[src/rtl/had_job_scheduler.sv]
// had_job_scheduler: queues half-filled requests and runs the Hadamard engine one half at a time
module had_job_scheduler #(
  parameter int TIMEOUT_CYCLES = 2048,
  parameter int CNT_WIDTH      = 16
) (
  input  logic                 clk,
  input  logic                 reset,
  input  logic                 enable,
  input  logic                 req_a,
  input  logic                 req_b,
  input  logic                 err_clr,
  output logic [31:0]          ps_control,
  input  logic [31:0]          pl_status,
  output logic                 done_a,
  output logic                 done_b,
  output logic                 busy,
  output logic [CNT_WIDTH-1:0] overrun_count,
  output logic                 timeout_err
);
  localparam int TW = (TIMEOUT_CYCLES > 1) ? $clog2(TIMEOUT_CYCLES) : 1;
  typedef enum logic [1:0] {IDLE, RUN, RELEASE} state_t;
  state_t               state_q;
  logic                 job_q;
  logic [1:0]           q_q, q_d;
  logic [1:0]           cnt_q, cnt_d;
  logic [TW-1:0]        tmr_q;
  logic [1:0]           ps_q;
  logic                 done_a_q, done_b_q, err_q;
  logic [CNT_WIDTH-1:0] ovr_q, ovr_d;
  logic [CNT_WIDTH:0]   ovr_sum;
  logic [1:0]           drops, n0, n1;
  logic                 active, queued_a, queued_b, acc_a, acc_b, pop, st_job, job_done, job_to;
  logic                 unused_status;
  assign unused_status = ^pl_status[31:2];
  assign active   = state_q != IDLE;
  assign queued_a = (cnt_q != 2'd0 && !q_q[0]) || (cnt_q == 2'd2 && !q_q[1]);
  assign queued_b = (cnt_q != 2'd0 && q_q[0]) || (cnt_q == 2'd2 && q_q[1]);
  // the running job stays "current" until IDLE is re-entered, so repeats are dropped
  assign acc_a    = req_a && !queued_a && !(active && !job_q);
  assign acc_b    = req_b && !queued_b && !(active && job_q);
  assign drops    = {1'b0, req_a && !acc_a} + {1'b0, req_b && !acc_b};
  assign ovr_sum  = {1'b0, ovr_q} + (CNT_WIDTH+1)'(drops);
  assign ovr_d    = ovr_sum[CNT_WIDTH] ? '1 : ovr_sum[CNT_WIDTH-1:0];
  assign pop      = !active && enable && cnt_q != 2'd0;
  assign st_job   = pl_status[job_q];
  assign job_done = state_q == RUN && st_job;
  assign job_to   = state_q == RUN && !st_job && tmr_q == TW'(TIMEOUT_CYCLES - 1);
  // pop first, then append A ahead of B
  always_comb begin
    n0 = cnt_q - {1'b0, pop};
    q_d = pop ? {1'b0, q_q[1]} : q_q;
    n1 = n0 + {1'b0, acc_a};
    if (acc_a) q_d[n0[0]] = 1'b0;
    if (acc_b) q_d[n1[0]] = 1'b1;
    cnt_d = n1 + {1'b0, acc_b};
  end
  always_ff @(posedge clk) begin
    if (reset) begin
      state_q  <= IDLE;
      job_q    <= 1'b0;
      q_q      <= '0;
      cnt_q    <= '0;
      tmr_q    <= '0;
      ps_q     <= '0;
      done_a_q <= 1'b0;
      done_b_q <= 1'b0;
      ovr_q    <= '0;
      err_q    <= 1'b0;
    end else begin
      q_q      <= q_d;
      cnt_q    <= cnt_d;
      ovr_q    <= ovr_d;
      done_a_q <= job_done && !job_q;
      done_b_q <= job_done && job_q;
      err_q    <= job_to || (err_q && !err_clr);
      case (state_q)
        IDLE: if (pop) begin
          state_q <= RUN;
          job_q   <= q_q[0];
          tmr_q   <= '0;
          ps_q    <= q_q[0] ? 2'b10 : 2'b01;
        end
        RUN: if (job_done || job_to) begin
          state_q <= RELEASE;
          ps_q    <= '0;
        end else tmr_q <= tmr_q + 1'b1;
        RELEASE: if (!st_job) state_q <= IDLE;
        default: state_q <= IDLE;
      endcase
    end
  end
  assign ps_control    = {30'b0, ps_q};
  assign done_a        = done_a_q;
  assign done_b        = done_b_q;
  assign busy          = active || cnt_q != 2'd0;
  assign overrun_count = ovr_q;
  assign timeout_err   = err_q;
endmodule

[config.mk]
export PLATFORM = sky130hd
export DESIGN_NAME = had_job_scheduler
export DESIGN_NICKNAME = d
export VERILOG_FILES = /design/src/rtl/had_job_scheduler.sv
export SDC_FILE = /design/constraint.sdc
export NUM_CORES = 1
export LEC_CHECK = 0
export ABC_AREA = 1
export CORE_MARGIN = 2
export CORE_UTILIZATION = 40
export CTS_BUF_LIST = sky130_fd_sc_hd__clkbuf_16
export DETAILED_ROUTE_END_ITERATION = 7
export HOLD_SLACK_MARGIN = 0.08
export PLACE_DENSITY = 0.74
export SKIP_LAST_GASP = 1
export SLEW_MARGIN = 10
export SYNTH_ARGS = -nofsm -noshare
export SYNTH_HDL_FRONTEND = slang
export SYNTH_SLANG_ARGS = --single-unit
[constraint.sdc]
create_clock -name clk -period 2.5 [get_ports clk]
set_input_delay 0.5 -clock clk [delete_from_list [all_inputs] [get_ports clk]]
set_output_delay 0.5 -clock clk [all_outputs]
set_load 0.02 [all_outputs]
==> results of run 1 <==
==> worst register-to-register path: cells and delay by family (launching register included) <==
family,cells,cell delay (ns)
adder cells (fa/ha/maj),3,0.69
flip-flops,1,0.33
AO/OA/AOI/OAI,1,0.12
AND/OR/NAND/NOR,3,0.65
XOR/XNOR,1,0.14
buffers and inverters,3,0.22
==> Yosys cell counts (4+ instances only) <==
| library cell | n |
|---|---|
| inv_1 | 49 |
| ha_1 | 5 |
| buf_4 | 30 |
| a21oi_1 | 22 |
| nand2_1 | 70 |
| dfxtp_1 | 39 |
| nand3_1 | 25 |
| xnor2_1 | 4 |
| nor2_1 | 39 |
| nor3_1 | 7 |
| o21ai_0 | 7 |
| xor2_1 | 5 |
| nand4_1 | 6 |
==> cell type report <==
type	instances	share of cell area [%]
clock buffer	5	4.359
clock inverter	3	2.354
inverter	52	6.800
multi-input combinational	240	41.24
sequential	39	27.20
tap	72	3.139
timing repair buffer	47	14.91
==> worst min path at each step <==
stage          depth (start not counted)        end  startpoint
2_1_floorplan                          2  tmr_q[10]   tmr_q[10]
3_3_place_gp                           2  tmr_q[10]   tmr_q[10]
3_5_place_dp                           2  tmr_q[10]   tmr_q[10]
4_1_cts                                2  tmr_q[10]   tmr_q[10]
5_1_grt                                2    ps_q[1]     ps_q[1]
6_report                               2  tmr_q[10]   tmr_q[10]
==> routing by layer <==
layer	vias up	share of wire, %
li1	1088	-
met1	932	47
met2	47	47
met4	0	2.2
met3	7	3.9
met5	-	0
==> flip-flops by register name, indices dropped and copies added (netlist names) <==
register,flops
overrun_count,16
tmr_q,11
cnt_q,2
ps_q,2
q_q,2
state_q,2
done_a,1
done_b,1
job_q,1
timeout_err,1
==> layout by cell type, fill, tap and decap left out, types with 4 or more instances in the layout <==
| cell | n |
|---|---|
| buf_4 | 18 |
| clkbuf_16 | 5 |
| ha_1 | 5 |
| clkdlybuf4s50_1 | 28 |
| xor2_1 | 5 |
| nand2_1 | 70 |
| nand4_1 | 6 |
| a21oi_1 | 22 |
| inv_1 | 49 |
| xnor2_1 | 4 |
| conb_1 | 30 |
| nor3_1 | 7 |
| nor2_1 | 38 |
| o21ai_0 | 7 |
| dfxtp_1 | 39 |
| nand3_1 | 25 |
==> per-stage QoR <==
step	TNS (ns)	utilization, %	setup slack, ns	std cells	power, mW
final	0	51.81	0.2308	458	2.332
after global placement	-1.364	48.19	-0.1154	450	1.485
after global routing	-0.006049	51.81	-0.006049	458	2.495
after detailed placement	-1.142	48.19	-0.1734	450	1.506
after floorplan	0	-	0.1523	366	1.292
after CTS	0	51.67	0.1127	458	2.348
==> cell families after synthesis <==
logic type	count (synthesis)
adders and majority gates	6
other	1
xor gates and xnor gates	9
AOI/OAI and AO/OA	35
and+or+nand+nor	160
DFF	39
buffers and inverters	87
==> power breakdown <==
group	internal [mW]	switching [mW]	total, mW
Clock	0.572	0.262	0.834
Combinational	0.320	0.413	0.733
Sequential	0.695	0.0703	0.766
==> what timing repair did <==
item                       4_1_cts  5_1_grt
hold endpoints to repair         0        0
setup endpoints to repair        0        9
hold buffers                     0        0
gates resized for setup          0        3
setup buffers                    0        0
==> run_results.csv, run 1 <==
group,metric,value,unit
run_status,status,"completed",
critical_path,cp_num_buf_inv,5,
global_route,grt_max_degree,25,
logic_synthesis,synth_edf_count,0,
critical_path,criticalPathCategory,"in2reg",
critical_path,cp_top_family,"simple AND/OR/NAND/NOR gates",
final_layout,synthToLayoutAreaGrowth,24.88,%
timing,fmax,440.7,MHz
logic_synthesis,yosys.area_share.simple,31.36,%
critical_path,worstPathArrival,2.45,ns
logic_synthesis,muxShareOfSynthArea,0,%
timing,setup_viol,0,
timing,period_needed,2.269,ns
timing,finalClockSkew,0.003962,ns
die,dieArea,0.006369,sq mm
die,row_count,27,
logic_synthesis,ys_seq_elements,39,
logic_synthesis,syn_area,0.002298,sq mm
final_layout,fin_nets,429,
route,vias,2074,
logic_synthesis,synth_flop_cell,"dfxtp_1",
power,ir_worst_vdd,424.8,uV
global_route,use_met3,2.715,%
timing,rsz0062_at_grt,"true",
global_route,grt_busiest_layer,"met2",
logic_synthesis,syn_avg_cell_area,6.820,sq um
clock_network,clk_latency,0.28,ns
power,power_density,812.6,mW/mm^2
global_route,met2_usage,25.80,%
logic_synthesis,synth.distinct_cells,33,
critical_path,r2r_slack,0.28,ns
route,dr.pass1.iters,4,
global_route,grt_usage,15.78,%
global_route,use_met1,19.44,%
critical_path,reg2reg_to,"cnt_q[1]",
clock_network,ctsLongestPathBuffers,2,
logic_synthesis,synthXorXnorAreaFrac,3.430,%
die,fp.dieH,79.81,um
die,fp.dieW,79.81,um
logic_synthesis,yosysTopAreaCellShare,33.97,%
critical_path,cp-startpoint,"req_a",
place,dpl_cell_area,0.002670,sq mm
place,io_buffers,29,
logic_synthesis,yosysWarnings,0,
route,drt_wl_total,4685,um
critical_path,crit_slowest_cell,"clkdlybuf4s50_1",
clock_network,cts-root-buf,"clkbuf_16",
clock_network,clk_pin_slew,0.06,ns
global_route,antenna_found_initial,0,
logic_synthesis,synth-compound-area-share,8.002,%
timing,fin_crit_sh,90.77,%
place,place_hpwl,3476,um
clock_network,clock-sinks,39,
critical_path,rr_startpoint,"state_q[0]",
timing,fin_hold_ws,0.4680,ns
critical_path,slowest_delay,0.43,ns
critical_path,rr_worst_depth,11,
clock_network,numCtsBuffers,5,
logic_synthesis,yosysSeqAreaShare,33.97,%
timing,finalHoldViolCount,0,
critical_path,cp-end-kind,"register",
logic_synthesis,synth_top_family_by_area,"simple AND/OR/NAND/NOR gates",
critical_path,path_cells,"clkdlybuf4s50_1, nand3_1, inv_1, nor2_1, fa_2, ha_1, buf_4, inv_1, nor2_1, nand3_1, nand2_1, nand3_1, nand2_1, inv_1",
clock_network,cts_tree,"built",
critical_path,cp.required,2.68,ns
power,power.leakage,1.284,nW
final_layout,seq_area,780.7,sq um
final_layout,drive_above_1_share,10.10,%
global_route,grt-ovfl-total,0,
final_layout,num-fill-cells,530,
die,io_pins,90,
final_layout,n_antenna_cell,0,
logic_synthesis,synth_fa_ha_area_share,3.593,%
logic_synthesis,synthCells,337,
final_layout,stdcell_area,0.002870,sq mm
timing,drv_slew,0,
place,gp_congestion,0.8833,
critical_path,start_kind,"input pin",
logic_synthesis,yosys.area.top_type,"dfxtp_1",
route,via_per_inst,4.528,
route,drt_iter0_drc,102,
logic_synthesis,async_flop_share,0,%
global_route,grt_pass1_wl,8017,um
logic_synthesis,synthTopCellsByArea,"dfxtp_1, nand2_1, buf_4",
global_route,grt_pass1_vias,1841,
die,core_area,0.005540,sq mm
min_path,hp-class,"reg2reg",
clock_network,cts_max_level,2,
critical_path,cp_max_fo,5,
critical_path,critPathCapture,"overrun_count[14]",
route,ant_nets,0,
route,drc,0,
final_layout,multi_input_area,0.001184,sq mm
die,initial_core_util,41.49,%
critical_path,crit_cells,14,
route,wl_per_cell,10.23,um
job,drv_cap,0,
Note: power is estimated with default switching activity, not from simulation.
==> run 2, diff against run 1 <==
--- a/config.mk
+++ b/config.mk
@@ -7,11 +7,11 @@
 export LEC_CHECK = 0
 export ABC_AREA = 1
 export CORE_MARGIN = 2
-export CORE_UTILIZATION = 40
+export CORE_UTILIZATION = 44
 export CTS_BUF_LIST = sky130_fd_sc_hd__clkbuf_16
 export DETAILED_ROUTE_END_ITERATION = 7
-export HOLD_SLACK_MARGIN = 0.08
-export PLACE_DENSITY = 0.74
+export HOLD_SLACK_MARGIN = 0.03
+export PLACE_DENSITY = 0.78
 export SKIP_LAST_GASP = 1
 export SLEW_MARGIN = 10
 export SYNTH_ARGS = -nofsm -noshare
==> constraint.sdc (replaced) <==
create_clock -name clk -period 2.2 [get_ports clk]
set_input_delay 0.44 -clock clk [delete_from_list [all_inputs] [get_ports clk]]
set_output_delay 0.44 -clock clk [all_outputs]
set_load 0.02 [all_outputs]
==> run_results.csv, run 2 (same netlist as run 1, synthesis figures left out) <==
group,metric,value,unit
run_status,status,"completed",
route,drt_wl_total,5089,um
critical_path,criticalPathCategory,"reg2reg",
final_layout,largest_reg_flops,16,
die,row_count,26,
timing,fin_hold_ws,0.4593,ns
final_layout,num-fill-cells,477,
clock_network,hold_buffers,0,
critical_path,reg2reg_to,"cnt_q[1]",
global_route,grt_pass1_vias,1940,
timing,period_needed,2.119,ns
critical_path,cp.required,2.41,ns
timing,rsz0062_at_grt,"true",
route,ant_nets,0,
critical_path,rr_startpoint,"cnt_q[1]",
critical_path,worstPathArrival,2.33,ns
final_layout,stdcell_area,0.002945,sq mm
clock_network,numCtsBuffers,5,
route,via_per_inst,4.680,
critical_path,r2r_slack,0.08,ns
power,finalPower,2.568,mW
power,pwr-share-seq,34.5,%
route,vias,2162,
place,place_hpwl,3546,um
route,dr.pass1.iters,4,
critical_path,start_kind,"register",
min_path,holdCritStartpoint,"tmr_q[10]",
power,switching_share,35.12,%
final_layout,final_common_cell,"nand2_1",
die,fp.dieH,76.28,um
power,p_sw,0.9019,mW
clock_network,cts_max_level,2,
final_layout,most-common-layout-cells,"nand2_1, inv_1, dfxtp_1",
final_layout,multi_input_area,0.001270,sq mm
critical_path,cp_top_family,"adder cells",
global_route,grt_max_degree,25,
critical_path,cp_num_buf_inv,5,
critical_path,rr_worst_depth,13,
place,gp_congestion,0.9017,
final_layout,n_antenna_cell,0,
clock_network,cts_tree,"built",
timing,setup_viol,0,
clock_network,cts-root-buf,"clkbuf_16",
die,dieArea,0.005818,sq mm
power,power.leakage,1.298,nW
final_layout,drive_above_1_share,15.31,%
place,io_buffers,29,
route,drt_iter0_drc,151,
route,drc,0,
timing,fin_crit_sh,96.31,%
final_layout,synthToLayoutAreaGrowth,28.14,%
clock_network,clk_pin_slew,0.05,ns
critical_path,slowest_delay,0.33,ns
timing,finalClockSkew,0.003366,ns
timing,fin_ws,0.08121,ns
die,fp.dieW,76.28,um
critical_path,cp_common_cell,"inv_2",
critical_path,crit_slowest_cell,"dfxtp_2",
clock_network,ctsLongestPathBuffers,2,
route,wl_per_cell,11.02,um
final_layout,fin_nets,435,
die,core_area,0.005075,sq mm
place,dpl_cell_area,0.002683,sq mm
global_route,antenna_found_initial,0,
timing,finalHoldViolCount,0,
power,p_comb_share,38.9,%
final_layout,final_cells,462,
place,dp_slack,-0.3903,ns
die,initial_core_util,45.29,%
power,pwr-share-clk,26.6,%
power,power_density,871.9,mW/mm^2
critical_path,path_cells,"nor2_2, inv_2, buf_4, nand3_4, inv_2, ha_4, inv_2, ha_4, ha_1, xnor2_1, inv_1, or2_2, a21oi_2",
timing,tns,0,ns
global_route,grt-ovfl-total,0,
clock_network,clock-sinks,39,
critical_path,cp_max_fo,2,
critical_path,critPathCapture,"cnt_q[1]",
final_layout,seq_area,783.3,sq um
power,p_int,1.666,mW
critical_path,crit_cells,13,
global_route,grt_pass1_wl,8500,um
final_layout,utilization,58.04,%
timing,fmax,472.0,MHz
min_path,hp-class,"reg2reg",
die,io_pins,90,
job,drv_cap,0,
clock_network,clk_latency,0.28,ns
timing,drv_slew,0,
global_route,grt_usage,17.65,%
critical_path,cp-end-kind,"register",
critical_path,cp-startpoint,"cnt_q[1]",
power,ir_worst_vdd,521.1,uV
place,dp.cells,449,
-- run 2: changes by cell type in the layout (fill, tap and decap cells not counted), sizes merged --
cell / previous run / this run
bufinv: 2 / 0
clkinv: 1 / 2
clkdlybuf4s50: 28 / 27
dlygate4sd2: 0 / 1
nand3: 28 / 29
buf: 18 / 23
inv: 51 / 53
clkinvlp: 1 / 0
-- run 2: layer usage --
layer	routed length, um	global-route usage [%]	vias up
met4	85	7.091	0
met5	0	0	-
met3	269	3.673	8
met2	2611	31.15	67
li1	-	-	1110
met1	2122	20.81	977
-- run 2: final cells by class --
type / instances / share of cell area (%)
timing repair buffer: 52 / 16.02
tap: 70 / 2.974
sequential: 39 / 26.59
clock inverter: 3 / 0.4248
multi-input combinational: 241 / 43.12
clock buffer: 5 / 4.248
inverter: 52 / 6.627
-- run 2: worst min-delay path by stage --
stage	endpoint	slack, ns	depth (start not counted)
after floorplan	tmr_q[10]	0.44	2
after global placement	ps_q[1]	0.45	2
after detailed placement	tmr_q[10]	0.45	2
after CTS	tmr_q[10]	0.46	2
after global routing	timeout_err	0.49	2
final	tmr_q[10]	0.46	2
-- run 2: what timing repair did --
action | 4_1_cts | 5_1_grt
pin swaps | 4 | 6
endpoints found under the setup margin | 15 | 17
buffers inserted | 2 | 2
cloned | 1 | 0
resized for setup | 9 | 15
-- run 2: power groups by stage --
stage	Clock, mW	Sequential (mW)	Combinational [mW]
detailed placement	0	0.888	0.868
CTS	0.699	0.878	0.932
global placement	0	0.883	0.841
global route	0.740	0.898	1.11
floorplan	0	0.901	0.576
finish	0.683	0.886	0.999
-- run 2: worst min-delay path, stage by stage, from the launching register on --
cell and delay [ns]:
dfxtp_1 0.29, inv_1 0.06, a21oi_1 0.06
==> RTL edit 1 (flow settings as in run 2) <==
Set the parameter `TIMEOUT_CYCLES` to 4096 (it was 2048).
--- a/src/rtl/had_job_scheduler.sv
+++ b/src/rtl/had_job_scheduler.sv
@@ -1,6 +1,6 @@
 // had_job_scheduler: queues half-filled requests and runs the Hadamard engine one half at a time
 module had_job_scheduler #(
-  parameter int TIMEOUT_CYCLES = 2048,
+  parameter int TIMEOUT_CYCLES = 4096,
   parameter int CNT_WIDTH      = 16
 ) (
   input  logic                 clk,
Check against the original RTL: no difference found for any inputs over 10 cycles, from zero or initial values and one cycle with reset high; that may be too few to reach the edited logic, so the function may still have changed.
==> RTL edit 1 against run 2 <==
- synthesized area rose by 7.6%
- routed wire length increased by 7.5%
- sequential cell count up 1
- worst setup slack worse by 0.032 ns
- power up 11%
- sequential share of layout area down 1.2 points
- cell area up 8.4%
- fmax down 1.5%
- critical path type unchanged
- largest cell class unchanged
- highest routed layer unchanged
==> RTL edit 1: results (changes against run 2) <==
{
  "status": {"value": "finished clean"},
  "timing.hold.worst.start": {"value": "timeout_err"},
  "internal_dissipation": {"value": 1.88, "unit": "mW", "change": "+13%"},
  "finalWeightedCongestion": {"value": 0.816, "change": "-9.5%"},
  "min_to": {"value": "timeout_err"},
  "nNonClkBuffers": {"value": 58, "change": "+12%"},
  "critical_path_s_largest_stage_delay": {"value": 0.37, "unit": "ns", "change": "+0.04 ns"},
  "grt_first_pass_wirelength": {"value": 8830, "unit": "um", "change": "+3.9%"},
  "inv_count": {"value": 47, "change": "-9.6%"},
  "final-nonclk-buf-share": {"value": 16.3, "unit": "%", "change": "+0.29 points"},
  "synth.area.top_cells": {"value": "sky130_fd_sc_hd__dfxtp_1 32%, sky130_fd_sc_hd__nand2_1 12%, sky130_fd_sc_hd__buf_4 9.4%"},
  "final.hold.worst_slack": {"value": 0.461, "unit": "ns", "change": "+0.00211 ns"},
  "vias": {"value": 2353, "change": "+8.8%"},
  "detailedRoute.firstIterationViolations": {"value": 168, "change": "+11%"},
  "multi_input_area": {"value": 0.00143, "unit": "mm^2", "change": "+13%"},
  "final-seq-area": {"value": 810, "unit": "um^2", "change": "+3.4%"},
  "crit_arrival": {"value": 2.35, "unit": "ns", "change": "+0.02 ns"},
  "grt_use_met3": {"value": 4.20, "unit": "%", "change": "+0.53 points"},
  "clock_sinks": {"value": 40, "change": "+2.6%"},
  "placed_area": {"value": 0.00286, "unit": "mm^2", "change": "+6.6%"},
  "synth_area": {"value": 0.00247, "unit": "mm^2", "change": "+7.6%"},
  "place_inst": {"value": 474, "change": "+5.6%"},
  "ys_seq_area_share": {"value": 32.4, "unit": "%", "change": "-1.6 points"},
  "final_design_area_no_fill": {"value": 0.00319, "unit": "mm^2", "change": "+8.4%"},
  "grt_max_degree": {"value": 26, "change": "+4.0%"}
}
==> RTL edit 1: cell count changes in the layout (fill, tap and decap cells not counted), moves of 2 or more <==
| cell | before | now |
|---|---|---|
| sky130_fd_sc_hd__buf_4 | 21 | 27 |
| sky130_fd_sc_hd__dfxtp_4 | 0 | 2 |
| sky130_fd_sc_hd__nand2_1 | 69 | 80 |
| sky130_fd_sc_hd__nor2_2 | 7 | 4 |
| sky130_fd_sc_hd__nor3b_1 | 2 | 0 |
| sky130_fd_sc_hd__nor2_4 | 1 | 5 |
| sky130_fd_sc_hd__inv_1 | 48 | 41 |
| sky130_fd_sc_hd__a21oi_2 | 1 | 4 |
| sky130_fd_sc_hd__nand4_1 | 6 | 8 |
| sky130_fd_sc_hd__nand3_2 | 3 | 5 |
| sky130_fd_sc_hd__nor3_1 | 7 | 9 |
| sky130_fd_sc_hd__a31oi_1 | 3 | 0 |
==> RTL edit 1: power groups by stage <==
stage          sequential, mW  combinational (mW)  clock [mW]
3_3_place_gp            0.911               0.920           0
3_5_place_dp            0.916               0.944           0
5_1_grt                 0.952                1.25       0.859
4_1_cts                 0.912                1.01       0.818
6_report                0.938                1.11       0.803
2_1_floorplan           0.936               0.630           0
==> RTL edit 1: metal layers <==
metal	vias to the layer above	wire (um)
met2	78	2770
met1	1079	2340
li1	1190	-
met5	-	0
met4	0	58
met3	6	302
==> RTL edit 1: kinds of logic after synthesis <==
family / synth area share [%]
other: 0.152
xor gates and xnor gates: 3.19
AOI/OAI and AO/OA: 9.36
DFF: 32.4
and+or+nand+nor: 33.3
buffers and inverters: 18.3
adders and majority gates: 3.34
==> RTL edit 1: repair_timing <==
action | 4_1_cts | 5_1_grt
pin swaps | 6 | 8
buffers inserted | 5 | 1
hold buffers | 0 | 0
gates resized for setup | 13 | 22
endpoints found under the setup margin | 17 | 17
==> RTL edit 2 (flow settings as in run 2) <==
Made on the original files. Reset style: asynchronous (`reset`), changed in one clocked block.
--- a/src/rtl/had_job_scheduler.sv
+++ b/src/rtl/had_job_scheduler.sv
@@ -54,7 +54,7 @@
     if (acc_b) q_d[n1[0]] = 1'b1;
     cnt_d = n1 + {1'b0, acc_b};
   end
-  always_ff @(posedge clk) begin
+  always_ff @(posedge clk or posedge reset) begin
     if (reset) begin
       state_q  <= IDLE;
       job_q    <= 1'b0;
Behaviour: differs if reset is asserted again (counterexample within 4 cycles, from zero or initial values and one cycle with reset high); with reset held inactive, the same outputs for 10 cycles.
==> RTL edit 2 against run 2 <==
- the run now ends with negative setup slack left
- cell area increased by 2.9%
- routed wire length down 3.3%
- power increased by 30%
- synthesized area rose by 5.9%
- critical endpoint is now overrun_count[10]
- sequential cell count unchanged
- clock skew grew 0.0030 ns
- worst setup slack lost 0.088 ns
- hold slack better by 0.011 ns
==> RTL edit 2: results (changes against run 2) <==
{
  "synth-adder-area-share": {"value": 3.39, "unit": "%", "change": "-0.20 points"},
  "crit_arrival": {"value": 2.36, "unit": "ns", "change": "+0.03 ns"},
  "primary_flip_flop_cell_chosen_by_synthesis_mapping": {"value": "sky130_fd_sc_hd__dfrtp_1"},
  "ys_seq_area_share": {"value": 40.1, "unit": "%", "change": "+6.1 points"},
  "synth_xor_xnor_area_share": {"value": 2.88, "unit": "%", "change": "-0.55 points"},
  "wl": {"value": 4920, "unit": "um", "change": "-3.3%"},
  "placed_area": {"value": 0.00280, "unit": "mm^2", "change": "+4.2%"},
  "leading_cell_types_by_count_after_synthesis": {"value": "73 x sky130_fd_sc_hd__nand2_1, 39 x sky130_fd_sc_hd__dfrtp_1, 34 x sky130_fd_sc_hd__inv_1"},
  "synth.area.mux_share": {"value": 0, "unit": "%", "change": "unchanged"},
  "leakagePower": {"value": 1.48, "unit": "nW", "change": "+14%"},
  "worst_r2r_startpoint": {"value": "cnt_q[1]"},
  "final.hold.worst_slack": {"value": 0.470, "unit": "ns", "change": "+0.0112 ns"},
  "worstSetupStartpointType": {"value": "flip-flop"},
  "timing.critical_path.to": {"value": "overrun_count[10]"},
  "finalWeightedCongestion": {"value": 0.890, "change": "-1.3%"},
  "synth_compound_gate_area_share": {"value": 5.04, "unit": "%", "change": "-3.0 points"},
  "first_global_vias": {"value": 2063, "change": "+6.3%"},
  "fillers": {"value": 500, "change": "+4.8%"},
  "asyncSetResetFlopFracSynth": {"value": 100, "unit": "%", "change": "+100 points"},
  "synth.area.top_cells": {"value": "sky130_fd_sc_hd__dfrtp_1 40%, sky130_fd_sc_hd__nand2_1 11%, sky130_fd_sc_hd__buf_4 9.3%"},
  "violations": {"value": "negative setup slack"},
  "yosys.cell_types.count": {"value": 36, "change": "+9.1%"},
  "final_stage_net_count": {"value": 404, "change": "-7.1%"},
  "min_to": {"value": "ps_q[1]"},
  "grt_first_pass_wirelength": {"value": 8610, "unit": "um", "change": "+1.3%"},
  "ir_drop": {"value": 0.000767, "unit": "V", "change": "+47%"},
  "timing.clock.skew": {"value": 0.00641, "unit": "ns", "change": "+0.00305 ns"},
  "detailedRoute.firstIterationViolations": {"value": 132, "change": "-13%"},
  "vias_per_cell": {"value": 4.84, "change": "+3.3%"},
  "final_critical_path_setup_slack": {"value": -0.00642, "unit": "ns", "change": "-0.0876 ns"},
  "layout-drive-gt1-share": {"value": 19.7, "unit": "%", "change": "+4.4 points"},
  "globalRouteTotalUtil": {"value": 17.3, "unit": "%", "change": "-0.34 points"},
  "critPathMaxFanout": {"value": 5, "change": "+3"},
  "status": {"value": "finished, violations left"},
  "place_inst": {"value": 424, "change": "-5.6%"},
  "postSynthAreaPerCell": {"value": 7.88, "unit": "um^2", "change": "+15%"},
  "dp_hpwl": {"value": 3510, "unit": "um", "change": "-1.1%"},
  "finalSetupTns": {"value": -0.0100, "unit": "ns", "change": "-0.0100 ns"},
  "setup_viol": {"value": 3, "change": "+3"}
}
-- RTL edit 2: cell count changes after synthesis, sizes merged, moves of 3 or more --
cell / before / now
dfrtp: 0 / 39
dfxtp: 39 / 0
a21oi: 22 / 2
inv: 51 / 36
nor2: 41 / 32
nand4: 6 / 14
o21ai: 8 / 14
nand2: 73 / 77
a31oi: 3 / 0
nand3: 28 / 31
nor3: 7 / 4
-- RTL edit 2: per-stage QoR --
step                setup WS (ns)  util [%]  total power [mW]
floorplan                  0.0289         -              2.04
global placement           -0.443      51.4              2.48
detailed placement         -0.460      51.4              2.52
CTS                       0.00703      54.6              3.30
global route               -0.121      55.7              3.61
finish                   -0.00642      55.7              3.35
-- RTL edit 2: cell type report --
type	instances	share of cell area (%)
flip-flops and latches	39	32.2
multi-input cells	228	40.9
clock inverters	3	0.537
well taps	72	2.97
inverters	37	4.67
repair buffers	49	14.6
clock buffers	5	4.13
-- RTL edit 2: cell families (layout without fill, tap and decap cells) --
kind of cell,count (synthesis),after routing
compound gates,21,21
xor+xnor,8,8
fa+ha+maj,6,6
buf+inv,71,94
flops,39,39
other cells,1,30
simple gates,163,163
-- RTL edit 2: worst max-delay path, cell delays in order, from the launching register on --
cell and delay, ns:
sky130_fd_sc_hd__dfrtp_1 0.40, sky130_fd_sc_hd__nor2_2 0.15, sky130_fd_sc_hd__inv_2 0.06, sky130_fd_sc_hd__a21oi_2 0.15, sky130_fd_sc_hd__o21ai_2 0.09, sky130_fd_sc_hd__inv_2 0.08, sky130_fd_sc_hd__nor2_4 0.04, sky130_fd_sc_hd__fa_2 0.40
sky130_fd_sc_hd__ha_4 0.18, sky130_fd_sc_hd__inv_4 0.06, sky130_fd_sc_hd__nor3_4 0.04, sky130_fd_sc_hd__nand4_1 0.17, sky130_fd_sc_hd__buf_4 0.18, sky130_fd_sc_hd__nand3_2 0.07
-- RTL edit 2: timing repair --
| item | in CTS | in global routing |
|---|---|---|
| hold buffers | 0 | 0 |
| setup endpoints to repair | 16 | 17 |
| buffers inserted | 0 | 1 |
| pin swaps | 1 | 3 |
| gates resized for setup | 11 | 22 |
| gates cloned | 0 | 0 |
-- RTL edit 2: per-layer routing --
layer	share of wire, %	track usage (%)	up-vias	wire length, um
li1	-	-	1032	-
met1	42	20.3	1003	2050
met2	53	30.9	53	2590
met3	4.7	4.02	6	231
met4	0.98	6.14	0	48
met5	0	0	-	0
-- RTL edit 2: power by group --
group | switching (mW) | internal [mW] | total [mW] | leakage, nW
Clock | 0.283 | 0.413 | 0.696 | 0.0710
Sequential | 0.185 | 0.904 | 1.09 | 0.511
Combinational | 0.875 | 0.690 | 1.56 | 0.902
Total | 1.34 | 2.01 | 3.35 | 1.48
